===== src/rtl/scsi_target_sequencer.sv =====
// Target-side SCSI bus sequencer for the BeebSCSI bus.
// Runs the REQ/ACK byte handshake without firmware help and buffers bytes in a small
// first-word-fall-through FIFO shared with the AVR. The AVR only sequences phases.
//
// Ports
//   CLK, nCLR                   clock, asynchronous active-low reset
//   scsi_nSEL/nACK/nRST/nCONF   host adapter strobes (active low, asynchronous to CLK)
//   scsi_INTnEXT                1 = internal bus (true data), 0 = external (inverted data)
//   scsi_nDATA_in/out/oe        bus data as sampled / as driven / drive enable
//   scsi_nBSY/nREQ/nMSG/CnD/InO target control lines
//   avr_phase/count/start       phase {MSG,CnD,InO} and byte count, captured on start
//   avr_release                 drop BSY and return to bus free
//   avr_wr/wdata/full           FIFO push side
//   avr_rd/rdata/empty          FIFO pop side, rdata shows the head
//   avr_selected/done/busrst    single-cycle event pulses
//   avr_cfg_data/cfg_valid      configuration byte and its valid pulse
module scsi_target_sequencer #(
    parameter int unsigned FIFO_DEPTH = 4,
    parameter int unsigned COUNT_W    = 16
) (
    input  logic               CLK,
    input  logic               nCLR,
    input  logic               scsi_nSEL,
    input  logic               scsi_nACK,
    input  logic               scsi_nRST,
    input  logic               scsi_nCONF,
    input  logic               scsi_INTnEXT,
    input  logic [7:0]         scsi_nDATA_in,
    output logic [7:0]         scsi_nDATA_out,
    output logic               scsi_nDATA_oe,
    output logic               scsi_nBSY,
    output logic               scsi_nREQ,
    output logic               scsi_nMSG,
    output logic               scsi_CnD,
    output logic               scsi_InO,
    input  logic [2:0]         avr_phase,
    input  logic [COUNT_W-1:0] avr_count,
    input  logic               avr_start,
    input  logic               avr_release,
    input  logic               avr_wr,
    input  logic [7:0]         avr_wdata,
    output logic               avr_full,
    input  logic               avr_rd,
    output logic [7:0]         avr_rdata,
    output logic               avr_empty,
    output logic               avr_selected,
    output logic               avr_done,
    output logic               avr_busrst,
    output logic [7:0]         avr_cfg_data,
    output logic               avr_cfg_valid
);
    localparam int unsigned AW = $clog2(FIFO_DEPTH);
    localparam logic [AW:0] FULL_OCC = (AW+1)'(FIFO_DEPTH);
    localparam logic [COUNT_W-1:0] LAST_BYTE = COUNT_W'(1);

    typedef enum logic [2:0] {StIdle, StSelected, StSetup, StReq, StAckw} stateE;

    // Two-flop synchronisers for the asynchronous host strobes.
    logic [1:0] selSr, ackSr, rstSr, confSr;
    logic       rstPrev, confPrev;
    logic       selSync, ackSync, rstSync, confSync;
    logic [7:0] busMapped;

    assign selSync   = selSr[1];
    assign ackSync   = ackSr[1];
    assign rstSync   = rstSr[1];
    assign confSync  = confSr[1];
    assign busMapped = scsi_INTnEXT ? scsi_nDATA_in : ~scsi_nDATA_in;

    always_ff @(posedge CLK or negedge nCLR) begin
        if (!nCLR) begin
            selSr         <= 2'b11;
            ackSr         <= 2'b11;
            rstSr         <= 2'b11;
            confSr        <= 2'b11;
            rstPrev       <= 1'b1;
            confPrev      <= 1'b1;
            avr_busrst    <= 1'b0;
            avr_cfg_valid <= 1'b0;
            avr_cfg_data  <= 8'h00;
        end else begin
            selSr         <= {selSr[0], scsi_nSEL};
            ackSr         <= {ackSr[0], scsi_nACK};
            rstSr         <= {rstSr[0], scsi_nRST};
            confSr        <= {confSr[0], scsi_nCONF};
            rstPrev       <= rstSync;
            confPrev      <= confSync;
            avr_busrst    <= rstPrev & ~rstSync;
            avr_cfg_valid <= ~confPrev & confSync;
            // The host latch keeps the byte on the bus after the strobe ends.
            if (~confPrev & confSync) avr_cfg_data <= busMapped;
        end
    end

    // FIFO
    logic [7:0]    mem [FIFO_DEPTH];
    logic [AW-1:0] wrPtr, rdPtr;
    logic [AW:0]   occ;
    logic [7:0]    holdQ, head;
    logic          seqPush, seqPop, flush, doPush, doPop;

    assign head      = mem[rdPtr];
    assign avr_empty = (occ == '0);
    assign avr_full  = (occ == FULL_OCC);
    assign avr_rdata = avr_empty ? holdQ : head;
    assign doPop     = (avr_rd | seqPop) & ~avr_empty & ~flush;
    assign doPush    = (avr_wr | seqPush) & (~avr_full | doPop) & ~flush;

    always_ff @(posedge CLK) begin
        if (doPush) mem[wrPtr] <= seqPush ? busMapped : avr_wdata;
    end

    always_ff @(posedge CLK or negedge nCLR) begin
        if (!nCLR) begin
            wrPtr <= '0;
            rdPtr <= '0;
            occ   <= '0;
            holdQ <= 8'h00;
        end else if (flush) begin
            wrPtr <= '0;
            rdPtr <= '0;
            occ   <= '0;
        end else begin
            // Keep the last head so rdata holds once the FIFO drains.
            if (!avr_empty) holdQ <= head;
            if (doPush) wrPtr <= wrPtr + 1'b1;
            if (doPop)  rdPtr <= rdPtr + 1'b1;
            if (doPush && !doPop)      occ <= occ + 1'b1;
            else if (doPop && !doPush) occ <= occ - 1'b1;
        end
    end

    // Sequencer
    stateE              stateQ, stateD;
    logic               nReqQ, nReqD, doneD, selectedD;
    logic [7:0]         dataOutQ, dataOutD;
    logic [COUNT_W-1:0] countQ, countD;
    logic [2:0]         phaseQ, phaseD;

    always_ff @(posedge CLK or negedge nCLR) begin
        if (!nCLR) begin
            stateQ       <= StIdle;
            nReqQ        <= 1'b1;
            dataOutQ     <= 8'hFF;
            countQ       <= '0;
            phaseQ       <= 3'b011;
            avr_done     <= 1'b0;
            avr_selected <= 1'b0;
        end else begin
            stateQ       <= stateD;
            nReqQ        <= nReqD;
            dataOutQ     <= dataOutD;
            countQ       <= countD;
            phaseQ       <= phaseD;
            avr_done     <= doneD;
            avr_selected <= selectedD;
        end
    end

    always_comb begin
        stateD    = stateQ;
        nReqD     = nReqQ;
        dataOutD  = dataOutQ;
        countD    = countQ;
        phaseD    = phaseQ;
        doneD     = 1'b0;
        selectedD = 1'b0;
        seqPush   = 1'b0;
        seqPop    = 1'b0;
        flush     = 1'b0;
        if (!rstSync) begin
            stateD = StIdle;
            nReqD  = 1'b1;
            countD = '0;
            flush  = 1'b1;
        end else begin
            unique case (stateQ)
                StIdle: begin
                    if (!selSync) begin
                        stateD    = StSelected;
                        selectedD = 1'b1;
                    end
                end
                StSelected: begin
                    if (avr_release) begin
                        stateD = StIdle;
                    end else if (avr_start) begin
                        phaseD = avr_phase;
                        countD = avr_count;
                        if (avr_count == '0) doneD = 1'b1;
                        else                 stateD = StSetup;
                    end
                end
                StSetup: begin
                    if (phaseQ[0]) begin
                        if (!avr_full) begin
                            stateD = StReq;
                            nReqD  = 1'b0;
                        end
                    end else if (!avr_empty) begin
                        seqPop   = 1'b1;
                        dataOutD = scsi_INTnEXT ? head : ~head;
                        stateD   = StReq;
                    end
                end
                StReq: begin
                    // Only target-to-host arrives here with nREQ high: one data setup cycle.
                    if (nReqQ) begin
                        nReqD = 1'b0;
                    end else if (!ackSync) begin
                        seqPush = phaseQ[0];
                        nReqD   = 1'b1;
                        stateD  = StAckw;
                    end
                end
                StAckw: begin
                    if (ackSync) begin
                        countD = countQ - 1'b1;
                        if (countQ == LAST_BYTE) begin
                            doneD  = 1'b1;
                            stateD = StSelected;
                        end else begin
                            stateD = StSetup;
                        end
                    end
                end
                default: stateD = StIdle;
            endcase
        end
    end

    logic idle, xfer;
    assign idle = (stateQ == StIdle);
    assign xfer = (stateQ == StSetup) || (stateQ == StReq) || (stateQ == StAckw);

    assign scsi_nBSY      = idle;
    assign scsi_nREQ      = nReqQ;
    assign scsi_nMSG      = idle ? 1'b1 : ~phaseQ[2];
    assign scsi_CnD       = idle ? 1'b1 : phaseQ[1];
    assign scsi_InO       = idle ? 1'b1 : phaseQ[0];
    assign scsi_nDATA_oe  = xfer & ~phaseQ[0];
    assign scsi_nDATA_out = dataOutQ;

endmodule


===== config.mk =====
export PLATFORM = sky130hd
export DESIGN_NAME = scsi_target_sequencer
export DESIGN_NICKNAME = d
export VERILOG_FILES = /design/src/rtl/scsi_target_sequencer.sv
export SDC_FILE = /design/constraint.sdc
export NUM_CORES = 1
export LEC_CHECK = 0
export CAP_MARGIN = 20
export CORE_ASPECT_RATIO = 1.75
export CORE_UTILIZATION = 48
export CTS_BUF_LIST = sky130_fd_sc_hd__clkbuf_16
export DETAILED_ROUTE_END_ITERATION = 10
export PLACE_DENSITY = 0.78
export SLEW_MARGIN = 25
export SYNTH_ARGS = -nofsm -noshare
export SYNTH_HDL_FRONTEND = slang
export SYNTH_SLANG_ARGS = --single-unit

===== constraint.sdc =====
create_clock -name CLK -period 2.25 [get_ports CLK]
set_input_delay 0.45 -clock CLK [delete_from_list [all_inputs] [get_ports CLK]]
set_output_delay 0.45 -clock CLK [all_outputs]
set_load 0.03 [all_outputs]

[Word-level counts from Yosys, hierarchy flattened]
Memory sizes are Yosys's and may differ from the RTL's.
Cells that the tools add are included.
Word-level totals
  register bits after elaboration: 68
  bits in latches: 0
  RAM bits: 32
  ROM bits: 0
  input bits: 46
  output and inout port bits: 36
  memories kept: 1
Memories
  mem: depth 4, bits a word 8, rd ports 1, clocked after Yosys merged registers in 0, write ports 1, RTL line 96  | logic [7:0] mem [FIFO_DEPTH];
Operators by class
  $add $sub $neg: 5
  multipliers: 0
  div/mod/pow operators: 0
  order comparisons: 0
  eq/ne operators: 23
  shift-type cells: 0
  muxes and demuxes: 58
  bitwise operators: 19
  reductions and logical operators: 14
Operators with widths (count)
  two-way mux 16 bit: 4
  two-way mux 3 bit: 14
  two-way mux 8 bit: 4
  case mux 16 bit (2 select lines): 1
  two-way mux 1 bit: 27
  inequality test 3 bit, second input constant: 8
  equality test 16 x 1 -> 1 bit, second input constant: 1
  zero test 16 bit: 1
  inequality test 4 bit, second input constant: 4
  NOT 8 bit: 2
  subtractor 16 x 1 -> 16 bit, second input constant: 1
  case mux 3 bit (5 select lines): 1
  AND reduction 4 bit: 3
  two-way mux 2 bit: 5
  inequality test 3 x 1 -> 1 bit, second input constant: 3
  AND reduction 8 bit: 1
  AND 1 bit: 7
  NOT 1 bit: 7
  equality test 3 x 2 -> 1 bit, second input constant: 2
  equality test 3 bit, second input constant: 2
  zero test 3 bit: 2
  adder 2 x 1 -> 2 bit, second input constant: 2
  inequality test 2 x 1 -> 1 bit, second input constant: 2
  case mux 1 bit (2 select lines): 2
  8 further kinds: 13

[Longest topological paths before layout]
  word-level depth: 16
  gate-level depth with buffers: 10

[Worst setup path before layout]
No wires, ideal clock.
  path kind: reg2reg
  from: register occ[1]
  to: register occ[2]
  library setup time: 0.079 ns
  arrival: 2.292 ns
  setup slack: -0.121 ns
  cell stages (with the launch flop): 11
  buffers on the path: 0
  cell sequence: dfrtp_1 or3b_1 clkinv_1 o211ai_1 o2bb2ai_4 nand2_1 nor2_1 fa_1 and2_1 mux2i_1 mux2i_1
Between the ends
  elaborated cells on any way between the ends: 24
  classes of those cells: add/sub (2); eq/ne (2); mux (7); bitwise (8); reduce/logical (5)
RTL lines
  start, declared: RTL line 98  | logic [AW:0] occ;
  start signal, assigned: RTL line 128  | if (doPush && !doPop) occ <= occ + 1'b1;
  start signal, assigned: RTL line 129  | else if (doPop && !doPush) occ <= occ - 1'b1;
  equality test 3 bit *: RTL line 104  | assign avr_full = (occ == FULL_OCC);
  via avr_full: RTL line 42  | output logic avr_full,
  NOT 1 bit *: RTL line 107  | assign doPush = (avr_wr | seqPush) & (~avr_full | doPop) & ~flush;
  bitwise OR 1 bit *: RTL line 107
  AND 1 bit * (2 in a row): RTL line 107
  zero test 1 bit / logical AND 1 bit (equally long branches): RTL line 129, 128
  logical AND 1 bit / two-way mux 3 bit (equally long branches): RTL line 129, 128
  inequality test 3 x 1 -> 1 bit (no line) / two-way mux 3 bit (equally long branches)
The timed path passes the listed nets; every way through them passes the cells marked *. The select of a mux whose other input is x is not followed.
A chain may end at the register's enable or synchronous reset.

[Worst setup path in the final report]
  from: register rdPtr[0]
  to: output port avr_rdata[6]
Between the ends
  longest elaborated chain between the ends: 2
Ends and longest elaborated chain
  start, declared: RTL line 97  | logic [AW-1:0] wrPtr, rdPtr;
  start signal, assigned: RTL line 127  | if (doPop) rdPtr <= rdPtr + 1'b1;
  memory (4 x 8 bit)
  two-way mux 8 bit
  end, declared: RTL line 44  | output logic [7:0] avr_rdata,
No other way between the ends.

==> results.yml <==
run_status:
  status: "finished with violations"
  violations: "negative setup slack"
yosys:
  synthAdderAreaFrac_pct: 1.909
  synthArstFlopShare_pct: 68.00
  synth_top_family_by_area: "simple AND/OR/NAND/NOR gates"
  synth-seq-cells: 100
  ys.flop_type: "dfrtp_1"
  ys_seq_area_share_pct: 53.97
  netlist_instances: 433
  synth_edf_count: 32
  synth_cell_types: 66
  netlist_area_mm2: 0.004982
  syn_area_per_cell_um2: 11.51
  synth_simple_gate_area_share_pct: 15.22
  synth_compound_area_share_pct: 11.98
  ys.warnings.count: 0
  synth_mux_area_share_pct: 9.643
  synth-xor-area-share_pct: 4.018
  synth.net_count: 486
clock_network:
  hold_buffers: 0
  root_buffer: "clkbuf_16"
  cts_buffers: 9
  clk_latency_ps: 340
  cts_sinks: 100
  clkSlewWorstSetupHoldPaths_ps: 70
  clockBufferDepth: 2
  cts_tree: "yes"
  h-tree-depth: 3
power:
  swShare_pct: 36.05
  clkPwrFrac_pct: 19.5
  vdd_drop_max_v: 0.001025
  seqPwrFrac_pct: 32.2
  p_per_area_mw_per_mm2: 1167
  p_leak_nw: 2.859
  intPower_mw: 5.045
  combPwrFrac_pct: 48.3
  p_switching_mw: 2.844
timing:
  min_period_ps: 2365
  maxSlewViolCount: 0
  finalHoldViolations: 0
  setup_tns_ps: -741.9
  rsz0062_at_grt: "true"
  setup_violations: 9
  holdWs_ps: 98.97
  fin_ws_ps: -114.6
  timing.fmax_mhz: 422.9
  worst_slew_pin_slew_ps: 593.5
  fin_crit_sh_pct: 105.1
  relSlewSlack_pct: 60.02
  skew_ps: 8.277
placed_design:
  io_buffers: 81
  place_hpwl_um: 9328
  dp_cells: 661
  place.gp.congestion: 0.9518
drt:
  vias: 3904
  m1WireLength_um: 4218
  wl_met2_um: 7216
  route.detailed.drc: 0
  routedWlPerCell_um: 17.88
  ant_nets: 0
  drt-vias-per-instance: 5.617
  wl_um: 12430
  first_pass_iters: 5
  top_layer_used: "met4"
  wl_met3_um: 433
  drt_iter0_markers: 210
critical_path:
  cp_common_cell: "buf_6"
  startpoint_type: "flop"
  crit_chain: "buf_12 -> buf_6 -> mux4_2 -> mux2_4 -> buf_6"
  cp_slowest_cell: "mux4_2"
  max_stage_delay_ps: 510
  reg2reg_depth: 10
  cp-end-kind: "primary output"
  crit_fanout: 7
  critical_path_class: "flop to primary output"
  critPathRequiredTime_ps: 1800
  critPathArrivalTime_ps: 1910
grt:
  grt.total_usage_pct: 24.78
  antenna_found_initial: 0
  grt_pass1_vias: 4023
  grt_first_pass_wirelength_um: 19730
  grt_start_max_net_pins: 69
  overflow: 0
floorplan:
  coreArea_mm2: 0.009970
  die_h_um: 136.8
  design.portCount: 82
  die_w_um: 79.02
  start_util_pct: 49.97
  die_area_mm2: 0.01081
  num_rows: 48
cells_and_area:
  layout.nets: 618
  area_growth_pct: 35.71
  fin_cells: 695
  fillers: 760
  diodes: 0
  final_util_pct: 67.82
  drive_gt1_share_pct: 28.60
worst_hold_path:
  hold_class: "input port to async pin"
job:
  maxCapViolCount: 0
-- synth_stat cells (all sizes together), types with 5 or more instances --
master  count  area (um^2)
a21oi      19        95.09
buf        11        56.30
clkbuf     14        53.80
dfrtp      47         1176
dfstp      21        551.8
edfxtp     32        960.9
ha          6        75.07
inv        13        48.80
mux2       21        240.2
mux2i       6        60.06
mux4        8        180.2
nand2      43        161.4
nand2b      9        56.30
nand3       5        30.03
nor2       14        52.55
nor2b       7        43.79
nor3       15        102.6
nor4        9        62.56
o21ai      49        245.2
or3         7        53.80
xor2       19        166.4
-- through the flow --
| stage | power, mW | setup WS [ps] | cell area [um^2] |
|---|---|---|---|
| 4_1_cts | 7.820 | -194.1 | 6684 |
| 6_report | 7.889 | -114.6 | 6761 |
| 2_1_floorplan | 4.617 | -4.939 | 4992 |
| 3_5_place_dp | 6.012 | -140.6 | 6260 |
| 5_1_grt | 8.287 | -165.3 | 6761 |
| 3_3_place_gp | 5.877 | -125.6 | 6260 |
-- layer usage --
layer	global-route usage, %	vias up
li1	-	1832
met1	23.71	1901
met2	47.46	134
met3	3.667	37
met4	16.36	0
met5	0	-
-- layout by cell type (no fill, tap or decap), drive strengths merged, types with 3 or more instances in the layout --
master / instances
nand2b: 9
or3: 7
nand4bb: 3
a21oi: 19
nor3b: 3
mux4: 8
clkdlybuf4s50: 65
nor2: 14
mux2i: 6
xor2: 19
o2bb2ai: 3
and2: 4
dfrtp: 47
buf: 78
o21ai: 49
ha: 6
clkinv: 3
dfstp: 21
nor4: 9
mux2: 21
o211ai: 3
nor3: 15
clkbuf: 10
and3: 4
nand2: 43
inv: 17
xnor2: 3
nand3: 5
nor2b: 7
edfxtp: 32
-- final timing paths --
kind                               start           end  slack (ps)
worst max-delay path            rdPtr[0]  avr_rdata[6]        -110
worst min-delay path                nCLR     countQ[3]         100
worst max register to register    occ[0]        occ[2]         -30
worst min register to register  ackSr[0]      ackSr[1]         360
max in group asynchronous           nCLR     confSr[0]        1780
min in group CLK                ackSr[0]      ackSr[1]         360
-- critical path: cells and delay by family, from the launching register on --
family | cells | cell delay [ps]
buffers and inverters | 3 | 380
multiplexers | 2 | 800
flip-flops | 1 | 390
-- state kept, by name, indices dropped and copies added, names as in the netlist, 2 cells and up --
signal / count
wrPtr: 2
scsi_nDATA_out: 8
holdQ: 8
countQ: 16
occ: 3
phaseQ: 3
stateQ: 3
confSr: 2
avr_cfg_data: 8
selSr: 2
ackSr: 2
rstSr: 2
rdPtr: 2
mem: 32
-- area by class of cell --
| class | count | area [um^2] | share of cell area (%) |
|---|---|---|---|
| clock buffer | 9 | 225.2 | 3.331 |
| clock inverter | 7 | 75.07 | 1.110 |
| inverter | 14 | 57.56 | 0.8512 |
| multi-input combinational | 294 | 2197 | 32.49 |
| sequential | 100 | 2690 | 39.79 |
| tap | 125 | 156.4 | 2.313 |
| timing repair buffer | 146 | 1360 | 20.11 |
-- repair_timing --
action	4_1_cts	5_1_grt
endpoints found under the hold margin	0	0
setup endpoints to repair	13	13
gates resized for setup	57	12
setup buffers	10	8
pin swaps	3	5
-- power by group through the flow --
| stage | registers [mW] | logic (mW) | clock network (mW) |
|---|---|---|---|
| floorplan | 2.68 | 1.93 | 0 |
| global placement | 2.54 | 3.34 | 0 |
| detailed placement | 2.57 | 3.45 | 0 |
| CTS | 2.54 | 3.69 | 1.59 |
| global route | 2.59 | 4.06 | 1.64 |
| finish | 2.54 | 3.81 | 1.54 |
-- logic make-up after synthesis --
family,after synthesis
AO/OA/AOI/OAI,97
XOR/XNOR,22
adder cells (fa/ha/maj),7
buffers and inverters,39
flip-flops,100
multiplexers,35
AND/OR/NAND/NOR,133
Power figures use the tool's default switching activity.
